[config.mk]
export PLATFORM = sky130hd
export DESIGN_NAME = uart_tx_arbiter
export DESIGN_NICKNAME = d
export VERILOG_FILES = /design/src/rtl/uart_tx_arbiter.sv
export SDC_FILE = /design/constraint.sdc
export NUM_CORES = 1
export LEC_CHECK = 0
export BUFFER_PORTS_ARGS = -buffer_cell sky130_fd_sc_hd__buf_2
export CAP_MARGIN = 25
export CELL_PAD_IN_SITES_DETAIL_PLACEMENT = 1
export CELL_PAD_IN_SITES_GLOBAL_PLACEMENT = 2
export CORE_MARGIN = 4
export CORE_UTILIZATION = 30
export CTS_CLUSTER_DIAMETER = 100
export DETAILED_ROUTE_END_ITERATION = 16
export PLACE_DENSITY_LB_ADDON = 0.1
export SLEW_MARGIN = 20
export SYNTH_ARGS = -nofsm -noshare
export SYNTH_HDL_FRONTEND = slang
export SYNTH_SLANG_ARGS = --single-unit
[constraint.sdc]
create_clock -name i_clock -period 4.4 [get_ports i_clock]
set_input_delay 0.22 -clock i_clock [delete_from_list [all_inputs] [get_ports i_clock]]
set_output_delay 0.22 -clock i_clock [all_outputs]
set_load 0.01 [all_outputs]
[src/rtl/uart_tx_arbiter.sv]
// Round-robin arbiter that hands one requester byte at a time to a UART transmitter.
// Optional watchdog in WAIT_BUSY enabled by defining UART_TX_ARB_TIMEOUT_EN.
module uart_tx_arbiter #(
  parameter int unsigned NUM_REQ        = 4,
  parameter int unsigned DATA_WIDTH     = 8,
  parameter int unsigned TIMEOUT_CYCLES = 16
) (
  input  logic                            i_clock,
  input  logic                            i_reset,
  input  logic [NUM_REQ-1:0]              i_req_valid,
  input  logic [NUM_REQ*DATA_WIDTH-1:0]   i_req_data,
  output logic [NUM_REQ-1:0]              o_req_ready,
  output logic [NUM_REQ-1:0]              o_grant,
  output logic                            o_tx_start,
  output logic [DATA_WIDTH-1:0]           o_tx_data,
  input  logic                            i_tx_busy,
  output logic                            o_busy,
  output logic                            o_timeout
);

  localparam int unsigned PTR_W = $clog2(NUM_REQ);
  localparam int unsigned SUM_W = PTR_W + 1;

  typedef enum logic [1:0] {
    IDLE      = 2'd0,
    ISSUE     = 2'd1,
    WAIT_BUSY = 2'd2,
    WAIT_DONE = 2'd3
  } state_t;

  state_t                  state_q, state_d;
  logic [PTR_W-1:0]        ptr_q, ptr_d;
  logic [PTR_W-1:0]        win_q, win_d;
  logic [PTR_W-1:0]        pick_c, next_ptr_c;
  logic [SUM_W-1:0]        sum_c;
  logic                    found_c;
  logic                    arm_q, arm_d;
  logic [NUM_REQ-1:0]      ready_q, ready_d;
  logic [NUM_REQ-1:0]      grant_q, grant_d;
  logic                    start_q, start_d;
  logic                    busy_q, busy_d;
  logic                    timeout_q, timeout_d;
  logic [DATA_WIDTH-1:0]   data_q, data_d;

`ifdef UART_TX_ARB_TIMEOUT_EN
  localparam int unsigned CNT_W = $clog2(TIMEOUT_CYCLES);
  logic [CNT_W-1:0]        cnt_q, cnt_d;
`endif

  // First valid requester at or after the pointer, wrapping modulo NUM_REQ.
  always_comb begin
    found_c = 1'b0;
    pick_c  = '0;
    sum_c   = '0;
    for (int unsigned i = 0; i < NUM_REQ; i++) begin
      sum_c = SUM_W'(ptr_q) + SUM_W'(i);
      if (sum_c >= SUM_W'(NUM_REQ)) begin
        sum_c = sum_c - SUM_W'(NUM_REQ);
      end
      if (!found_c && i_req_valid[PTR_W'(sum_c)]) begin
        found_c = 1'b1;
        pick_c  = PTR_W'(sum_c);
      end
    end
  end

  assign next_ptr_c = (win_q == PTR_W'(NUM_REQ - 1)) ? '0 : win_q + 1'b1;

  always_comb begin
    state_d   = state_q;
    ptr_d     = ptr_q;
    win_d     = win_q;
    arm_d     = 1'b1;
    ready_d   = '0;
    grant_d   = grant_q;
    start_d   = 1'b0;
    timeout_d = 1'b0;
    data_d    = data_q;
`ifdef UART_TX_ARB_TIMEOUT_EN
    cnt_d     = cnt_q;
`endif
    case (state_q)
      IDLE: begin
        // arm_q delays the first grant to the second edge after reset release
        if (arm_q && found_c && !i_tx_busy) begin
          win_d           = pick_c;
          grant_d         = '0;
          grant_d[pick_c] = 1'b1;
          ready_d         = '0;
          ready_d[pick_c] = 1'b1;
          start_d         = 1'b1;
          data_d          = DATA_WIDTH'(i_req_data >> (32'(pick_c) * DATA_WIDTH));
          state_d         = ISSUE;
        end
      end
      ISSUE: begin
        state_d = WAIT_BUSY;
`ifdef UART_TX_ARB_TIMEOUT_EN
        cnt_d   = '0;
`endif
      end
      WAIT_BUSY: begin
        if (i_tx_busy) begin
          state_d = WAIT_DONE;
        end
`ifdef UART_TX_ARB_TIMEOUT_EN
        else if (cnt_q == CNT_W'(TIMEOUT_CYCLES - 1)) begin
          timeout_d = 1'b1;
          grant_d   = '0;
          ptr_d     = next_ptr_c;
          state_d   = IDLE;
        end else begin
          cnt_d = cnt_q + 1'b1;
        end
`endif
      end
      WAIT_DONE: begin
        if (!i_tx_busy) begin
          grant_d = '0;
          ptr_d   = next_ptr_c;
          state_d = IDLE;
        end
      end
      default: state_d = IDLE;
    endcase
    busy_d = (state_d != IDLE);
  end

  always_ff @(posedge i_clock or posedge i_reset) begin
    if (i_reset) begin
      state_q   <= IDLE;
      ptr_q     <= '0;
      win_q     <= '0;
      arm_q     <= 1'b0;
      ready_q   <= '0;
      grant_q   <= '0;
      start_q   <= 1'b0;
      busy_q    <= 1'b0;
      timeout_q <= 1'b0;
      data_q    <= '0;
    end else begin
      state_q   <= state_d;
      ptr_q     <= ptr_d;
      win_q     <= win_d;
      arm_q     <= arm_d;
      ready_q   <= ready_d;
      grant_q   <= grant_d;
      start_q   <= start_d;
      busy_q    <= busy_d;
      timeout_q <= timeout_d;
      data_q    <= data_d;
    end
  end

`ifdef UART_TX_ARB_TIMEOUT_EN
  always_ff @(posedge i_clock or posedge i_reset) begin
    if (i_reset) begin
      cnt_q <= '0;
    end else begin
      cnt_q <= cnt_d;
    end
  end
`endif

  assign o_req_ready = ready_q;
  assign o_grant     = grant_q;
  assign o_tx_start  = start_q;
  assign o_tx_data   = data_q;
  assign o_busy      = busy_q;
  assign o_timeout   = timeout_q;

endmodule

==> flow_summary.toml <==
[setup_path]
cp_max_fo = 13
cp.arrival_ps = 2090
rr_worst_depth = 6
critPathCaptureType = "flip-flop"
cp.required_ps = 4540
crit_type = "reg2reg"
crit_end = "o_tx_data[1]"
r2r_end = "o_tx_data[1]"
r2r_setup_slack_ps = 2440
startpoint = "ptr_q[1]"
start_kind = "flip-flop"
timing.rr.start = "ptr_q[1]"

[layout]
area_growth_pct = 32.8
final_cell_mix = "56 x buf_2, 25 x dfrtp_1, 18 x nand2_1, 17 x mux2i_1, 8 x o221ai_2"
n_antenna_cell = 0
final_common_cell = "buf_2"
nets = 208
final_layout_size_suffix_gt1_share_pct = 46.1

[synthesis]
seq_area_frac_synth_pct = 48.9
synth_top_area_cell = "dfrtp_1"
synth_top_area_share_pct = 48.9
synth_cells = 108
synth.area.mux_share_pct = 14.2
syn_avg_cell_area_um2 = 11.9
synthAdderAreaFrac_pct = 0.978
yosysWarnings = 0
synth-xor-area-share_pct = 0
synth.area.top_cells = "dfrtp_1 49%, mux2i_1 13%, o221ai_2 9.4%, nand2_1 5.3%, buf_4 2.3%"
synth_area_um2 = 1280
synth_fp_nets = 148
synth-seq-cells = 25
synth-compound-area-share_pct = 18.5
synth_top_family_by_area = "compound AO/OA/AOI/OAI gates"
synth_simple_gate_area_share_pct = 13.3
synth_cell_types = 30

[die]
die_h_um = 73.3
initial_core_util_pct = 31.5
top_level_ports = 58
num_rows = 23
core_um2 = 4060
die_area_um2 = 5380
die_x_um = 73.3

[drt]
routedWlPerCell_um = 15.5
drc = 0
dr.first_iter.drc_count = 38
first_pass_iters = 4
ant_nets = 0
vias = 1063
postRouteWirelength_um = 3370
viasPerCell = 4.90

[min_path]
holdCritPathClass = "in2reg"

[clock_tree]
insertion_delay_ps = 270
root_buffer = "clkbuf_8"
h-tree-depth = 1
cts.sinks = 25
clkTransAtPathRegs_ps = 90
cts_tree = "yes"
numCtsBuffers = 3
cts_resized = 0
clockBufferDepth = 2

[power]
finalPower_mw = 0.872
p_int_mw = 0.549
p_per_area_nw_per_um2 = 513
p_leak_nw = 0.855
ir_worst_vdd_uv = 219
switching_share_pct = 37.0
comb_power_share_pct = 42.5
seq_power_share_pct = 41.7
clock_power_share_pct = 15.8
net-switching-power_mw = 0.323

[timing]
slew_headroom_pct = 59.6
min_period_ps = 1960
worst_hold_slack_ps = 187
setup_viol = 0
fmax_mhz = 510
finalSetupTns_ps = 0
hold_violations = 0
clock_skew_ps = 3.99
post-route-period-util_pct = 44.5
drv_slew = 0
rsz0062_at_grt = "no"
max_slew.worst_pin.slew_ps = 603
setup_slack_ps = 2440

[run_status]
status = "complete, no violations"

[run]
cap_violations = 0

[global_route]
grt_overflow = 0
grt_max_degree = 26
grt_pass1_wl_um = 5350
grt_pass1_vias = 1089
antenna_found_initial = 0
track_usage_pct = 13.0

[place]
port_buffers = 56
dpl_worst_slack_ps = 2420
dpl.hpwl_um = 2620
gp_congestion = 0.669
-- worst min-delay path by stage --
stage                   start    endpoint  cells after the start
floorplan             i_reset       arm_q                      1
global placement    i_tx_busy  state_q[0]                      3
detailed placement  i_tx_busy  state_q[0]                      3
CTS                 i_tx_busy  state_q[0]                      3
global route        i_tx_busy  state_q[0]                      3
finish              i_tx_busy  state_q[0]                      3
-- what timing repair did --
item | in CTS | in global routing
setup buffers | 0 | 0
hold endpoints to repair | 0 | 5
hold buffers | 0 | 1
-- stage by stage --
stage	std cells	area (um2)	util, %
after floorplan	108	1280	-
after global placement	210	1600	39.5
after detailed placement	211	1620	39.9
after CTS	215	1660	41.0
after global routing	217	1700	41.9
final	217	1700	41.9
-- sequential cells by signal (all words and copies together) (netlist names) --
signal and count:
o_tx_data 8, o_grant 4, o_req_ready 4, ptr_q 2, state_q 2, win_q 2, arm_q 1, o_busy 1
o_tx_start 1
-- cell usage after synthesis (all sizes together) --
master	n
o221ai	8
a21oi	3
inv	3
nand2	19
nand2b	4
o22ai	1
nor4b	1
o31ai	1
a31o	3
dfrtp	25
nor2	2
a211oi	1
and2b	1
o21a	1
mux2i	17
or2	1
o21ai	1
nor3b	1
nor3	2
buf	5
ha	1
nand3	1
nand3b	1
conb	2
o41ai	1
mux2	1
a2bb2oi	1
-- routing by layer --
layer | global-route usage (%) | up-vias | share of wire, % | wire, um
li1 | - | 506 | - | -
met1 | 17.1 | 526 | 43 | 1460
met2 | 21.4 | 27 | 51 | 1720
met3 | 2.33 | 4 | 4.5 | 153
met4 | 4.23 | 0 | 1.1 | 36
met5 | 0 | - | 0 | 0
-- kinds of logic (layout without fill, tap and decap cells) --
| family | Yosys count | in the layout |
|---|---|---|
| other cells | 2 | 2 |
| simple gates | 33 | 33 |
| buf+inv | 8 | 67 |
| fa+ha+maj | 1 | 1 |
| mux | 18 | 18 |
| flops | 25 | 25 |
| compound gates | 21 | 21 |
-- power groups by stage --
stage	clock network [mW]	registers [mW]	logic, mW
6_report	0.138	0.364	0.370
5_1_grt	0.151	0.377	0.411
4_1_cts	0.143	0.364	0.376
3_5_place_dp	0	0.368	0.374
3_3_place_gp	0	0.363	0.359
2_1_floorplan	0	0.382	0.223
-- critical path, cell delays in order, from the launching register on --
cell and delay [ps]:
dfrtp_1 460, nand2_1 100, a21oi_1 100, a211oi_4 550
buf_8 240, mux2i_1 250, o221ai_2 110
-- layout make-up --
class                   instances  area (um2)
inverters                       3        11.3
well taps                      50        62.6
fillers                       482        2360
flip-flops and latches         25         626
multi-input cells              75         616
clock buffers                   4        45.0
repair buffers                 60         340
No activity file was read; power rests on OpenSTA's default activity.
